## config.mk

```make
export PLATFORM = sky130hd
export DESIGN_NAME = memory_access_lsu_flat
export DESIGN_NICKNAME = d
export VERILOG_FILES = /design/src/rtl/memory_access_lsu_if.sv /design/src/rtl/memory_access_lsu.sv /design/src/flat_wrapper.sv
export SDC_FILE = /design/constraint.sdc
export NUM_CORES = 1
export LEC_CHECK = 0
export CORE_MARGIN = 10
export CORE_UTILIZATION = 48
export CTS_CLUSTER_DIAMETER = 50
export DETAILED_ROUTE_END_ITERATION = 16
export PLACE_DENSITY = 0.9
export SYNTH_ARGS = -nofsm -noshare
export SYNTH_HDL_FRONTEND = slang
export SYNTH_SLANG_ARGS = --single-unit
```

## constraint.sdc

```tcl
create_clock -name i_clk -period 9.5 [get_ports i_clk]
set_clock_uncertainty 0.2 [all_clocks]
set_input_delay 1.9 -clock i_clk [delete_from_list [all_inputs] [get_ports i_clk]]
set_output_delay 1.9 -clock i_clk [all_outputs]
set_load 0.02 [all_outputs]
```

## src/rtl/memory_access_lsu_if.sv

```systemverilog
// memory_access_lsu_if: data-memory bus with req/gnt/rvalid handshake
`timescale 1ns/1ps
interface memory_access_lsu_if #(
  parameter int XLEN = 32,
  parameter int ADDR_W = 12
);
  logic req;
  logic we;
  logic [ADDR_W-1:0] addr;
  logic [XLEN/8-1:0] be;
  logic [XLEN-1:0] wdata;
  logic gnt;
  logic rvalid;
  logic [XLEN-1:0] rdata;
  modport master(output req, we, addr, be, wdata, input gnt, rvalid, rdata);
  modport slave(input req, we, addr, be, wdata, output gnt, rvalid, rdata);
endinterface

```

## src/rtl/memory_access_lsu.sv

```systemverilog
// memory_access_lsu: EX/MA stage register driving a req/gnt/rvalid data bus with lane alignment, load extension and fault flags
`timescale 1ns/1ps
module memory_access_lsu #(
  parameter int XLEN = 32,
  parameter int ADDR_W = 12,
  parameter int MAX_WAIT = 15
) (
  input  logic i_clk,
  input  logic i_rst,
  input  logic i_clk_en,
  input  logic i_ex_valid,
  input  logic i_ex_mem_rd,
  input  logic i_ex_mem_wr,
  input  logic i_ex_mem_to_reg,
  input  logic i_ex_reg_wr,
  input  logic [1:0] i_ex_rw_sel,
  input  logic [2:0] i_ex_funct3,
  input  logic [XLEN-1:0] i_ex_pc_plus_4,
  input  logic [XLEN-1:0] i_ex_alu_result,
  input  logic [XLEN-1:0] i_ex_reg_read_data2,
  input  logic [4:0] i_ex_reg_dest,
  output logic o_stall,
  memory_access_lsu_if.master dmem,
  output logic o_ma_valid,
  output logic o_ma_mem_to_reg,
  output logic o_ma_reg_wr,
  output logic [1:0] o_ma_rw_sel,
  output logic [XLEN-1:0] o_ma_pc_plus_4,
  output logic [XLEN-1:0] o_ma_result,
  output logic [XLEN-1:0] o_ma_read_data,
  output logic [4:0] o_ma_reg_dest,
  output logic o_ma_misaligned,
  output logic o_ma_bus_err
);
  localparam int NB = XLEN / 8;
  localparam int OFS = $clog2(NB);
  localparam int CW = $clog2(MAX_WAIT + 1);
  localparam logic [1:0] IDLE = 2'd0;
  localparam logic [1:0] REQ = 2'd1;
  localparam logic [1:0] WAIT = 2'd2;
  localparam logic [1:0] DONE = 2'd3;
  logic [1:0] state_q, state_d;
  logic [CW-1:0] cnt_q, cnt_d;
  logic [ADDR_W-1:0] addr_q, addr_d;
  logic [NB-1:0] be_q, be_d;
  logic [XLEN-1:0] wd_q, wd_d;
  logic we_q, we_d;
  logic [1:0] sz_q, sz_d;
  logic uns_q, uns_d;
  logic [OFS-1:0] off_q, off_d;
  logic [XLEN-1:0] rd_q, rd_d;
  logic err_q, err_d;
  logic ma_valid_q, ma_valid_d;
  logic ma_mem_to_reg_q, ma_mem_to_reg_d;
  logic ma_reg_wr_q, ma_reg_wr_d;
  logic [1:0] ma_rw_sel_q, ma_rw_sel_d;
  logic [XLEN-1:0] ma_pc_plus_4_q, ma_pc_plus_4_d;
  logic [XLEN-1:0] ma_result_q, ma_result_d;
  logic [XLEN-1:0] ma_read_data_q, ma_read_data_d;
  logic [4:0] ma_reg_dest_q, ma_reg_dest_d;
  logic ma_misaligned_q, ma_misaligned_d;
  logic ma_bus_err_q, ma_bus_err_d;
  logic [1:0] sz;
  logic [OFS-1:0] off;
  logic acc, illegal, mis, legal, ld_stage, kill;
  logic [15:0] m;
  logic [NB-1:0] be_w;
  logic [XLEN-1:0] wd_w, lane, ext;
  logic signed [XLEN-1:0] sx;
  logic [6:0] sh;
  assign sz = i_ex_funct3[1:0];
  assign off = i_ex_alu_result[OFS-1:0];
  assign acc = i_ex_valid & (i_ex_mem_rd | i_ex_mem_wr);
  assign illegal = (XLEN == 32 && sz == 2'b11) || (XLEN == 32 && i_ex_mem_rd && i_ex_funct3 == 3'b110) || (!i_ex_mem_rd && i_ex_funct3[2]);
  assign mis = acc & (illegal | (|(off & OFS'((1 << sz) - 1))));
  assign legal = acc & ~mis;
  assign m = (16'd1 << (5'd1 << sz)) - 16'd1;
  assign be_w = NB'(m) << off;
  assign wd_w = sz == 2'd0 ? {NB{i_ex_reg_read_data2[7:0]}} : sz == 2'd1 ? {NB/2{i_ex_reg_read_data2[15:0]}} : sz == 2'd2 ? {NB/4{i_ex_reg_read_data2[31:0]}} : i_ex_reg_read_data2;
  assign lane = dmem.rdata >> {off_q, 3'b000};
  assign sh = 7'(XLEN) - (7'd8 << sz_q);
  assign sx = $signed(lane << sh) >>> sh;
  assign ext = uns_q ? (lane << sh) >> sh : sx;
  assign kill = mis | (state_q == DONE & err_q);
  assign o_stall = (state_q != DONE) & (state_q != IDLE | legal);
  assign dmem.req = state_q == REQ;
  assign dmem.we = we_q;
  assign dmem.addr = addr_q;
  assign dmem.be = be_q;
  assign dmem.wdata = wd_q;
  assign o_ma_valid = ma_valid_q;
  assign o_ma_mem_to_reg = ma_mem_to_reg_q;
  assign o_ma_reg_wr = ma_reg_wr_q;
  assign o_ma_rw_sel = ma_rw_sel_q;
  assign o_ma_pc_plus_4 = ma_pc_plus_4_q;
  assign o_ma_result = ma_result_q;
  assign o_ma_read_data = ma_read_data_q;
  assign o_ma_reg_dest = ma_reg_dest_q;
  assign o_ma_misaligned = ma_misaligned_q;
  assign o_ma_bus_err = ma_bus_err_q;
  always_comb begin
    state_d = state_q;
    cnt_d = cnt_q;
    addr_d = addr_q;
    be_d = be_q;
    wd_d = wd_q;
    we_d = we_q;
    sz_d = sz_q;
    uns_d = uns_q;
    off_d = off_q;
    rd_d = rd_q;
    err_d = err_q;
    ld_stage = 1'b0;
    case (state_q)
      IDLE: begin
        ld_stage = i_clk_en & ~legal;
        if (i_clk_en & legal) begin
          state_d = REQ;
          cnt_d = '0;
          addr_d = {i_ex_alu_result[ADDR_W-1:OFS], OFS'(0)};
          be_d = be_w;
          wd_d = wd_w;
          we_d = ~i_ex_mem_rd;
          sz_d = sz;
          uns_d = i_ex_funct3[2];
          off_d = off;
          rd_d = '0;
          err_d = 1'b0;
        end
      end
      REQ: begin
        if (dmem.gnt) begin
          state_d = we_q ? DONE : WAIT;
          cnt_d = '0;
        end else if (cnt_q == CW'(MAX_WAIT - 1)) begin
          state_d = DONE;
          err_d = 1'b1;
        end else cnt_d = cnt_q + 1'b1;
      end
      WAIT: begin
        if (dmem.rvalid) begin
          state_d = DONE;
          rd_d = ext;
        end else if (cnt_q == CW'(MAX_WAIT - 1)) begin
          state_d = DONE;
          err_d = 1'b1;
        end else cnt_d = cnt_q + 1'b1;
      end
      default: begin
        ld_stage = i_clk_en;
        state_d = i_clk_en ? IDLE : DONE;
      end
    endcase
    ma_valid_d = ld_stage ? i_ex_valid : ma_valid_q;
    ma_mem_to_reg_d = ld_stage ? i_ex_mem_to_reg : ma_mem_to_reg_q;
    ma_reg_wr_d = ld_stage ? i_ex_reg_wr & ~kill : ma_reg_wr_q;
    ma_rw_sel_d = ld_stage ? i_ex_rw_sel : ma_rw_sel_q;
    ma_pc_plus_4_d = ld_stage ? i_ex_pc_plus_4 : ma_pc_plus_4_q;
    ma_result_d = ld_stage ? i_ex_alu_result : ma_result_q;
    ma_read_data_d = ld_stage ? (state_q == DONE ? rd_q : '0) : ma_read_data_q;
    ma_reg_dest_d = ld_stage ? i_ex_reg_dest : ma_reg_dest_q;
    ma_misaligned_d = ld_stage ? mis : ma_misaligned_q;
    ma_bus_err_d = ld_stage ? state_q == DONE & err_q : ma_bus_err_q;
  end
  always_ff @(posedge i_clk) begin
    if (i_rst) begin
      state_q <= IDLE;
      cnt_q <= '0;
      addr_q <= '0;
      be_q <= '0;
      wd_q <= '0;
      we_q <= 1'b0;
      sz_q <= '0;
      uns_q <= 1'b0;
      off_q <= '0;
      rd_q <= '0;
      err_q <= 1'b0;
      ma_valid_q <= 1'b0;
      ma_mem_to_reg_q <= 1'b0;
      ma_reg_wr_q <= 1'b0;
      ma_rw_sel_q <= '0;
      ma_pc_plus_4_q <= '0;
      ma_result_q <= '0;
      ma_read_data_q <= '0;
      ma_reg_dest_q <= '0;
      ma_misaligned_q <= 1'b0;
      ma_bus_err_q <= 1'b0;
    end else begin
      state_q <= state_d;
      cnt_q <= cnt_d;
      addr_q <= addr_d;
      be_q <= be_d;
      wd_q <= wd_d;
      we_q <= we_d;
      sz_q <= sz_d;
      uns_q <= uns_d;
      off_q <= off_d;
      rd_q <= rd_d;
      err_q <= err_d;
      ma_valid_q <= ma_valid_d;
      ma_mem_to_reg_q <= ma_mem_to_reg_d;
      ma_reg_wr_q <= ma_reg_wr_d;
      ma_rw_sel_q <= ma_rw_sel_d;
      ma_pc_plus_4_q <= ma_pc_plus_4_d;
      ma_result_q <= ma_result_d;
      ma_read_data_q <= ma_read_data_d;
      ma_reg_dest_q <= ma_reg_dest_d;
      ma_misaligned_q <= ma_misaligned_d;
      ma_bus_err_q <= ma_bus_err_d;
    end
  end
endmodule

```

## src/flat_wrapper.sv

```systemverilog
// flat-port wrapper written by rule: the top's interface ports become plain ports
module memory_access_lsu_flat 
#(
  parameter int XLEN = 32,
  parameter int ADDR_W = 12,
  parameter int MAX_WAIT = 15
)
  (i_clk, i_rst, i_clk_en, i_ex_valid, i_ex_mem_rd, i_ex_mem_wr, i_ex_mem_to_reg, i_ex_reg_wr, i_ex_rw_sel, i_ex_funct3, i_ex_pc_plus_4, i_ex_alu_result, i_ex_reg_read_data2, i_ex_reg_dest, o_stall, o_ma_valid, o_ma_mem_to_reg, o_ma_reg_wr, o_ma_rw_sel, o_ma_pc_plus_4, o_ma_result, o_ma_read_data, o_ma_reg_dest, o_ma_misaligned, o_ma_bus_err, dmem_req, dmem_we, dmem_addr, dmem_be, dmem_wdata, dmem_gnt, dmem_rvalid, dmem_rdata);
  memory_access_lsu_if #(.XLEN(XLEN), .ADDR_W(ADDR_W)) dmem_i ();
  input  logic i_clk;
  input  logic i_rst;
  input  logic i_clk_en;
  input  logic i_ex_valid;
  input  logic i_ex_mem_rd;
  input  logic i_ex_mem_wr;
  input  logic i_ex_mem_to_reg;
  input  logic i_ex_reg_wr;
  input  logic [1:0] i_ex_rw_sel;
  input  logic [2:0] i_ex_funct3;
  input  logic [XLEN-1:0] i_ex_pc_plus_4;
  input  logic [XLEN-1:0] i_ex_alu_result;
  input  logic [XLEN-1:0] i_ex_reg_read_data2;
  input  logic [4:0] i_ex_reg_dest;
  output logic o_stall;
  output logic o_ma_valid;
  output logic o_ma_mem_to_reg;
  output logic o_ma_reg_wr;
  output logic [1:0] o_ma_rw_sel;
  output logic [XLEN-1:0] o_ma_pc_plus_4;
  output logic [XLEN-1:0] o_ma_result;
  output logic [XLEN-1:0] o_ma_read_data;
  output logic [4:0] o_ma_reg_dest;
  output logic o_ma_misaligned;
  output logic o_ma_bus_err;
  output wire logic [$bits(dmem_i.req)-1:0] dmem_req;
  output wire logic [$bits(dmem_i.we)-1:0] dmem_we;
  output wire logic [$bits(dmem_i.addr)-1:0] dmem_addr;
  output wire logic [$bits(dmem_i.be)-1:0] dmem_be;
  output wire logic [$bits(dmem_i.wdata)-1:0] dmem_wdata;
  input wire logic [$bits(dmem_i.gnt)-1:0] dmem_gnt;
  input wire logic [$bits(dmem_i.rvalid)-1:0] dmem_rvalid;
  input wire logic [$bits(dmem_i.rdata)-1:0] dmem_rdata;
  assign dmem_req = dmem_i.req;
  assign dmem_we = dmem_i.we;
  assign dmem_addr = dmem_i.addr;
  assign dmem_be = dmem_i.be;
  assign dmem_wdata = dmem_i.wdata;
  assign dmem_i.gnt = dmem_gnt;
  assign dmem_i.rvalid = dmem_rvalid;
  assign dmem_i.rdata = dmem_rdata;
  memory_access_lsu #(.XLEN(XLEN), .ADDR_W(ADDR_W), .MAX_WAIT(MAX_WAIT)) u_core (.i_clk(i_clk), .i_rst(i_rst), .i_clk_en(i_clk_en), .i_ex_valid(i_ex_valid), .i_ex_mem_rd(i_ex_mem_rd), .i_ex_mem_wr(i_ex_mem_wr), .i_ex_mem_to_reg(i_ex_mem_to_reg), .i_ex_reg_wr(i_ex_reg_wr), .i_ex_rw_sel(i_ex_rw_sel), .i_ex_funct3(i_ex_funct3), .i_ex_pc_plus_4(i_ex_pc_plus_4), .i_ex_alu_result(i_ex_alu_result), .i_ex_reg_read_data2(i_ex_reg_read_data2), .i_ex_reg_dest(i_ex_reg_dest), .o_stall(o_stall), .dmem(dmem_i), .o_ma_valid(o_ma_valid), .o_ma_mem_to_reg(o_ma_mem_to_reg), .o_ma_reg_wr(o_ma_reg_wr), .o_ma_rw_sel(o_ma_rw_sel), .o_ma_pc_plus_4(o_ma_pc_plus_4), .o_ma_result(o_ma_result), .o_ma_read_data(o_ma_read_data), .o_ma_reg_dest(o_ma_reg_dest), .o_ma_misaligned(o_ma_misaligned), .o_ma_bus_err(o_ma_bus_err));
endmodule
```

==> results of run 1 <==
-- report_power, final --
group,switching (µW),internal (µW)
logic,276,191
clock network,339,397
registers,26.4,878
total,641,1470
-- worst max-delay path by stage --
| stage | from | end | depth (start not counted) |
|---|---|---|---|
| after floorplan | i_ex_funct3[1] | o_stall | 7 |
| final | i_ex_funct3[1] | o_stall | 7 |
| after global routing | i_ex_funct3[1] | o_stall | 7 |
| after CTS | i_ex_funct3[1] | o_stall | 7 |
| after detailed placement | i_ex_funct3[1] | o_stall | 7 |
| after global placement | i_ex_funct3[1] | o_stall | 7 |
-- kinds of logic after synthesis --
logic type | Yosys count | share of synthesized area
XOR/XNOR | 1 | 0.00106
other | 1 | 0.000452
adder cells (fa/ha/maj) | 10 | 0.0151
buffers and inverters | 88 | 0.0445
AO/OA/AOI/OAI | 280 | 0.209
AND/OR/NAND/NOR | 403 | 0.202
multiplexers | 38 | 0.0478
flip-flops | 199 | 0.480
-- worst max-delay path: cells and delay by family --
| kind | cells | cell delay, ns |
|---|---|---|
| compound gates | 2 | 0.35 |
| fa+ha+maj | 1 | 0.40 |
| buf+inv | 2 | 1.64 |
| simple gates | 2 | 0.80 |
-- through the flow --
step	instance area (µm²)	power (µW)	instances	hold WS [ns]
floorplan	8300	1170	1021	0.232
global placement	11400	1380	1479	0.239
detailed placement	11400	1390	1479	0.245
CTS	12000	2120	1511	0.254
global route	12000	2190	1511	0.267
finish	12000	2110	1511	0.252
-- cells in the final DEF, fill, tap and decap left out, types with 17 or more instances in the layout --
| cell type | count |
|---|---|
| clkbuf_16 | 17 |
| nand3_1 | 39 |
| dfxtp_1 | 199 |
| a211oi_1 | 17 |
| mux2i_1 | 34 |
| nand2_1 | 296 |
| clkdlybuf4s50_1 | 303 |
| o21ai_0 | 27 |
| a21oi_1 | 170 |
| nor2_1 | 27 |
-- per-layer routing --
layer	wire, µm	global-route usage
met2	14400	0.401
met4	634	0.0890
met5	0	0
met3	3490	0.107
met1	10800	0.279
-- area by class of cell --
cell class	count	area, µm²	area share
clock inverters	14	165	0.0138
inverters	8	30.0	0.00251
well taps	225	282	0.0235
flip-flops and latches	199	3980	0.333
repair buffers	313	3110	0.260
clock buffers	18	429	0.0359
multi-input cells	734	3960	0.331
==> metrics.md, run 1 <==
| Metric | Value |
|---|---|
| Via count | `8367` |
| Most frequent CP cell | `clkdlybuf4s50_1` |
| Primary FF master, synth | `dfxtp_1` |
| Final Wtd Congestion | `0.902` |
| IO Pins | `307` |
| RSZ-0062 raised after global routing | `no` |
| Die Span Y | `151 µm` |
| Pre-CTS setup slack | `2.34 ns` |
| Area delta synth->final | `44.2%` |
| Tmin final | `7.20 ns` |
| Slew @ Worst Pin | `1.17 ns` |
| GRT overflow | `0` |
| H-tree lvl count | `4` |
| Crit start category | `primary input` |
| Clk Latency, worst-skew pair | `0.43 ns` |
| Final worst slack | `2.30 ns` |
| Most common cell in the synthesized netlist | `nand2_1` |
| Final slew viol count | `0` |
| Sequential share of the synthesized area | `0.480` |
| Hold-fix buffers, CTS | `0` |
| CTS resizes | `0` |
| CP Cell Sequence | `clkdlybuf4s50_1 -> or2_2 -> ha_1 -> o221a_2 -> a21oi_1 -> nor2_1 -> clkdlybuf4s50_1` |
| R2R setup slack | `6.56 ns` |
| Crit path DAT | `5.10 ns` |
| Post-CTS Setup Bufs | `0` |
| Post-synth EDFFs | `0` |
| PwrDens | `176 nW/µm²` |
| CP max stage delay | `1.02 ns` |
| # fillers | `1320` |
| YS warnings | `0` |
| Worst hold endpoint | `u_core.o_ma_read_data[8]` |
| Crit path max fanout | `30` |
| Initial antenna violation count | `0` |
| Core area | `17100 µm²` |
| Die area | `22900 µm²` |
| Clock Tree Buf Depth | `2` |
| Vias in the first global route | `8226` |
| Mapped Area | `8290 µm²` |
| Final #Nets | `1431` |
| Async S/R FF share, synth | `0` |
| Clock sinks | `199` |
| Share of layout cells above drive strength 1 | `0.0474` |
| Starting Density | `0.485` |
| Fin Setup TNS | `0 ns` |
| Post-synth top cells | `296 x nand2_1, 199 x dfxtp_1, 170 x a21oi_1` |
| CTS tree | `done` |
| CP Class | `in -> out` |
| Post-DRT Antenna Nets | `0` |
| Worst Path Required | `7.40 ns` |
| Num CTS Buffers | `17` |
| Synth Instances | `1020` |
| Final worst-path cycle share | `0.758` |
| Status | `finished, final reports clean` |
| Routed WL | `29300 µm` |
| Initial DRC Count | `547` |
| Input/output buffers | `304` |
| Area leader, netlist | `dfxtp_1` |
| Synth unique cells | `52` |
| Clock transition at path regs | `0.07 ns` |
| Worst reg2reg path depth | `7` |
| Worst slew margin | `0.219` |
| Final Setup Violations | `0` |
| Synth top area cells | `dfxtp_1 48%, nand2_1 13%, a21oi_1 10%` |
| Cells on Worst Hold Path | `2` |
| Peak VDD IR | `0.123 mV` |
| Worst setup EP type | `output pin` |
| First-pass GRT wire length | `44200 µm` |
| Leakage Power | `0.00420 µW` |
| Worst hold start | `u_core.o_ma_read_data[8]` |
| Gr usage total | `0.245` |
| RR Endpoint | `u_core.o_ma_pc_plus_4[1]` |
| Largest net degree at the start of global routing | `109` |
| Final Hold Fails | `0` |
| Synth Register Bits | `199` |
| Post-layout util | `0.699` |
| Post-synth top area share | `0.480` |
| Slowest CP cell | `clkdlybuf4s50_1` |
| Drt pass-1 iters | `5` |
| FMAX | `0.139 GHz` |
| Vias per cell | `5.54` |
| FF-to-FF Start | `u_core.state_q[0]` |
| HP Class | `reg -> reg` |
| WL per Instance | `19.4 µm` |
| Remaining DRCs | `0` |
| # diodes | `0` |
| Die width | `151 µm` |
| CTS Root Cell | `clkbuf_16` |
| Cell Rows | `48` |
| Avg Inst Size Synth | `8.13 µm²` |
| Number of max-cap violations | `0` |
| Detailed Place HPWL | `20900 µm` |
Note: power is estimated with default switching activity, not from simulation.
==> inputs of run 2 (changes only) <==
CORE_UTILIZATION = 45   (was 48)
PLACE_DENSITY = 0.85   (was 0.9)
clock period = 7 ns   (was 9.5 ns; I/O delays follow)
==> metrics.md, run 2 (synthesis gave the netlist of run 1 again) <==
| Metric | Value |
|---|---|
| Status | `finished, final reports clean` |
| Crit path DAT | `3.99 ns (-1.11 ns)` |
| Flop pwr share | `0.429 (about the same)` |
| Via count | `8270 (-1.2%)` |
| Commonest non-fill, non-tap cell in the layout | `clkdlybuf4s50_1` |
| CTS resizes | `0 (unchanged)` |
| Initial DRC Count | `621 (+14%)` |
| Final slew viol count | `0 (unchanged)` |
| Core area | `18000 µm² (+5.3%)` |
| Vias in the first global route | `8123 (-1.3%)` |
| Die area | `24300 µm² (+5.8%)` |
| Pwr Total | `2850 µW (+35%)` |
| IO Pins | `307 (unchanged)` |
| P_int | `1990 µW (+36%)` |
| Post-CTS Setup Bufs | `0 (unchanged)` |
| Die Span Y | `156 µm (+2.8%)` |
| Crit path max fanout | `30 (unchanged)` |
| Starting Density | `0.460 (-0.0244)` |
| Die width | `156 µm (+2.8%)` |
| RSZ-0062 raised after global routing | `no` |
| Clk network pwr share | `0.346 (-0.003)` |
| First-pass GRT wire length | `44800 µm (+1.2%)` |
| Largest net degree at the start of global routing | `109 (unchanged)` |
| Most frequent cells in the layout | `303 x clkdlybuf4s50_1, 296 x nand2_1, 199 x dfxtp_1` |
| Fin Setup TNS | `0 ns (unchanged)` |
| Clk Latency, worst-skew pair | `0.43 ns (about the same)` |
| Remaining DRCs | `0 (unchanged)` |
| Hold-fix buffers, CTS | `0 (unchanged)` |
| GRT overflow | `0 (unchanged)` |
| PwrDens | `238 nW/µm² (+35%)` |
| Clock sinks | `199 (unchanged)` |
| WL per Instance | `19.4 µm (-0.19%)` |
| Cells on Worst Hold Path | `2 (unchanged)` |
| Final worst-path cycle share | `0.798` |
| CP Class | `in -> out` |
| Num CTS Buffers | `17 (unchanged)` |
| Clock Tree Buf Depth | `2 (unchanged)` |
| H-tree lvl count | `4 (unchanged)` |
| Share of layout cells above drive strength 1 | `0.0482 (+0.000778)` |
| Number of max-cap violations | `0 (unchanged)` |
| Input/output buffers | `304 (unchanged)` |
| Switching Share | `0.302 (-0.00241)` |
| FMAX | `0.179 GHz` |
| Cell Rows | `49 (+2.1%)` |
| Worst setup EP type | `output pin` |
| Slew @ Worst Pin | `1.24 ns (+0.0758 ns)` |
| Drt pass-1 iters | `5 (unchanged)` |
| Tmin final | `5.59 ns` |
| Initial antenna violation count | `1 (+1)` |
| Peak VDD IR | `0.214 mV (+75%)` |
| Clock transition at path regs | `0.07 ns (about the same)` |
| Final Wtd Congestion | `0.876 (-2.9%)` |
| CTS Root Cell | `clkbuf_16` |
| Routed WL | `29300 µm (about the same)` |
| Final Setup Violations | `0 (unchanged)` |
| Psw | `862 µW (+34%)` |
| Area delta synth->final | `44.4%` |
| CTS tree | `done` |
| Final Hold Fails | `0 (unchanged)` |
| Post-DRT Antenna Nets | `0 (unchanged)` |
| Leakage Power | `0.00420 µW (+0.14%)` |
| Worst slew margin | `0.171 (-0.0481)` |
| Combinational share of power | `0.224 (+0.002)` |
| # diodes | `0 (unchanged)` |
| Worst Path Required | `5.40 ns (-2.00 ns)` |
| Detailed Place HPWL | `21200 µm (+1.3%)` |
| HP Class | `reg -> reg` |
| Vias per cell | `5.46 (-1.4%)` |
| Worst reg2reg path depth | `5 (-2)` |
| Gr usage total | `0.230 (-0.0151)` |
| Final #Nets | `1432 (+0.070%)` |
| Crit start category | `primary input` |
run 2: cell type report:
type	count	area, µm²
sequential	199	3980
clock inverter	13	145
tap	229	287
fill	1486	6050
multi-input combinational	734	3960
inverter	8	30.0
clock buffer	18	439
timing repair buffer	314	3130
run 2: final timing paths:
kind	from	to	slack, ns
min reg2reg	u_core.o_ma_read_data[29]	u_core.o_ma_read_data[29]	0.25
max reg2reg	u_core.state_q[0]	u_core.o_ma_pc_plus_4[27]	4.18
max	i_ex_funct3[1]	o_stall	1.41
min	u_core.o_ma_read_data[29]	u_core.o_ma_read_data[29]	0.25
run 2: critical path, cell delays in order:
cell,delay [ns]
clkdlybuf4s50_1,0.40
buf_4,0.24
or2_2,0.46
ha_1,0.38
o221a_2,0.33
a21oi_1,0.15
nor2_1,0.05
clkdlybuf4s50_1,0.56
run 2: through the flow:
step                      setup WS [ns]  cells  hold slack (ns)  area (µm²)   util
after floorplan                    2.38   1021            0.232        8300      -
after global placement             1.43   1484            0.237       11400  0.632
after detailed placement           1.41   1484            0.243       11400  0.632
after CTS                          1.41   1515            0.253       12000  0.664
after global routing               1.31   1515            0.265       12000  0.664
final                              1.41   1515            0.250       12000  0.664
run 2: power groups by stage:
stage / combinational, µW / clock (µW) / sequential (µW)
floorplan: 276 / 0 / 1320
global route: 692 / 1040 / 1230
finish: 640 / 988 / 1230
CTS: 643 / 1000 / 1230
global placement: 631 / 0 / 1250
detailed placement: 640 / 0 / 1250
run 2: routing by layer:
layer | routed length [µm] | GRT usage | part of all wire | vias to the layer above
met5 | 0 | 0 | 0 | -
met4 | 665 | 0.0735 | 0.023 | 0
met3 | 3800 | 0.118 | 0.13 | 43
met2 | 14100 | 0.382 | 0.48 | 346
met1 | 10700 | 0.250 | 0.37 | 3878
li1 | - | - | - | 4003
==> inputs of run 3 (changes only) <==
CORE_UTILIZATION = 40   (was 45)
PLACE_DENSITY = 0.8   (was 0.85)
clock period = 4.97 ns   (was 7 ns; I/O delays follow)
==> metrics.md, run 3 (synthesis gave the netlist of run 1 again) <==
| Metric | Value |
|---|---|
| Post-layout util | `0.594 (-0.0702)` |
| Multi-input logic area | `3960 µm² (unchanged)` |
| Detailed Place HPWL | `21100 µm (-0.31%)` |
| Die Span Y | `164 µm (+5.3%)` |
| Leakage Power | `0.00423 µW (+0.53%)` |
| Clock sinks | `199 (unchanged)` |
| Tmin final | `4.53 ns` |
| Initial DRC Count | `578 (-6.9%)` |
| R2R setup slack | `2.40 ns (-1.78 ns)` |
| CP delay by family, top | `buffers and inverters` |
| Area delta synth->final | `45.4%` |
| Die width | `164 µm (+5.3%)` |
| Post-DRT Antenna Nets | `0 (unchanged)` |
| Slew @ Worst Pin | `0.838 ns (-0.406 ns)` |
| Worst slew margin | `0.437 (+0.267)` |
| Largest net degree at the start of global routing | `109 (unchanged)` |
| First-pass GRT wire length | `44500 µm (-0.49%)` |
| Psw | `1260 µW (+46%)` |
| CTS Root Cell | `clkbuf_16` |
| Post-CTS Setup Bufs | `0 (unchanged)` |
| Starting Density | `0.409 (-0.0516)` |
| # fillers | `1813 (+22%)` |
| Peak VDD IR | `0.211 mV (-1.5%)` |
| Drt pass-1 iters | `6 (+1)` |
| PwrDens | `331 nW/µm² (+39%)` |
| Number of max-cap violations | `0 (unchanged)` |
| Vias per cell | `5.25 (-3.7%)` |
| Routed WL | `29100 µm (-0.68%)` |
| Most frequent cells in the layout | `303 x clkdlybuf4s50_1, 296 x nand2_1, 199 x dfxtp_1` |
| Cells on Worst Hold Path | `2 (unchanged)` |
| Crit path DAT | `3.33 ns (-0.66 ns)` |
| Worst reg2reg path depth | `6 (+1)` |
| Flop pwr share | `0.433 (+0.004)` |
| IO Pins | `307 (unchanged)` |
| WP buf/inv | `2 (-1)` |
| Core area | `20300 µm² (+13%)` |
| Status | `finished, final reports clean` |
| Input/output buffers | `304 (unchanged)` |
| CP max stage delay | `0.54 ns (-0.02 ns)` |
| Fin Setup TNS | `0 ns (unchanged)` |
| Num CTS Buffers | `17 (unchanged)` |
| Final Hold Fails | `0 (unchanged)` |
| P_int | `2730 µW (+37%)` |
| Most frequent CP cell | `clkdlybuf4s50_1` |
| Final worst-path cycle share | `0.911` |
| Final Wtd Congestion | `0.865 (-1.2%)` |
| Cell Rows | `52 (+6.1%)` |
| Routed met1 length | `11400 µm (+6.2%)` |
| Slowest CP cell | `clkdlybuf4s50_1` |
| GRT overflow | `0 (unchanged)` |
| Via count | `8207 (-0.76%)` |
| Pwr Total | `3990 µW (+40%)` |
| Initial antenna violation count | `0 (-1)` |
| Final #Nets | `1436 (+0.28%)` |
| Clock Tree Buf Depth | `2 (unchanged)` |
| CP Cell Sequence | `clkdlybuf4s50_1 -> or2_2 -> ha_1 -> o221a_2 -> a21oi_1 -> nor2_1 -> clkdlybuf4s50_1` |
| Pre-CTS setup slack | `0.453 ns (-0.961 ns)` |
| Worst hold endpoint | `u_core.o_ma_read_data[5]` |
| Worst Path Required | `3.78 ns (-1.62 ns)` |
| CTS resizes | `0 (unchanged)` |
| Final slew viol count | `0 (unchanged)` |
| Reg area | `3980 µm² (unchanged)` |
| Worst setup EP type | `output pin` |
| FMAX | `0.221 GHz` |
| Met3 wire len | `3350 µm (-12%)` |
| Final worst slack | `0.444 ns (-0.970 ns)` |
| Commonest non-fill, non-tap cell in the layout | `clkdlybuf4s50_1` |
| Clk Latency, worst-skew pair | `0.43 ns (about the same)` |
| Vias in the first global route | `8100 (-0.28%)` |
| FF-to-FF Start | `u_core.state_q[0]` |
| CP Class | `in -> out` |
| HP Class | `reg -> reg` |
| Final Setup Violations | `0 (unchanged)` |
| Hold-fix buffers, CTS | `0 (unchanged)` |
| Max layer used | `met4` |
| Share of layout cells above drive strength 1 | `0.0519 (+0.00369)` |
| Switching Share | `0.315 (+0.0127)` |
| Gr usage total | `0.208 (-0.0219)` |
| Met2 WL post-DR | `13900 µm (-1.6%)` |
| Crit path max fanout | `7 (-77%)` |
| Die area | `26900 µm² (+11%)` |
| CTS tree | `done` |
| Remaining DRCs | `0 (unchanged)` |
| Clock transition at path regs | `0.07 ns (about the same)` |
| Combinational share of power | `0.227 (+0.003)` |
| WL per Instance | `18.6 µm (-3.7%)` |
| RSZ-0062 raised after global routing | `no` |
| H-tree lvl count | `4 (unchanged)` |
| Crit start category | `primary input` |
| RR Endpoint | `u_core.rd_q[30]` |
| Clk network pwr share | `0.341 (-0.005)` |
| Worst hold start | `u_core.o_ma_read_data[5]` |
## run 3: worst reg2reg max path, stage by stage (launching register included)
cell     delay, ns
dfxtp_1       0.38
inv_1         0.11
ha_1          0.24
nand2_1       0.18
or4_1         0.49
nor3_1        0.65
a221o_1       0.27
## run 3: worst max-delay path by stage
| stage | from | end | slack [ns] | cells past startpoint |
|---|---|---|---|---|
| 6_report | i_ex_funct3[1] | o_stall | 0.44 | 7 |
| 5_1_grt | i_ex_funct3[1] | o_stall | 0.28 | 7 |
| 4_1_cts | i_ex_funct3[1] | o_stall | 0.44 | 7 |
| 3_5_place_dp | i_ex_funct3[1] | o_stall | 0.45 | 7 |
| 3_3_place_gp | i_ex_funct3[1] | o_stall | 0.48 | 7 |
| 2_1_floorplan | i_ex_funct3[1] | o_stall | 1.16 | 7 |
## run 3: cell type report
cell class                 count  area share
inverter                       8     0.00249
clock buffer                  18      0.0364
antenna                        1    0.000208
multi-input combinational    734       0.328
sequential                   199       0.330
clock inverter                14      0.0111
timing repair buffer         318       0.263
tap                          270      0.0280
## run 3: stage by stage
stage / std cells / area (µm²) / hold slack, ns
after CTS: 1561 / 12100 / 0.255
after detailed placement: 1529 / 11500 / 0.245
after global routing: 1561 / 12100 / 0.262
after global placement: 1529 / 11500 / 0.239
final: 1562 / 12100 / 0.251
after floorplan: 1021 / 8300 / 0.232
## run 3: routing by layer
metal  GRT usage  vias to the layer above
met4      0.0601                        0
met2       0.342                      326
met5           0                        -
met1       0.236                     3836
li1            -                     4013
met3       0.101                       32
## run 3: power groups by stage
stage          Combinational [µW]  Sequential (µW)  Clock [µW]
2_1_floorplan                 389             1850           0
3_3_place_gp                  900             1760           0
3_5_place_dp                  908             1760           0
4_1_cts                       913             1730        1390
5_1_grt                       982             1740        1450
6_report                      905             1730        1360
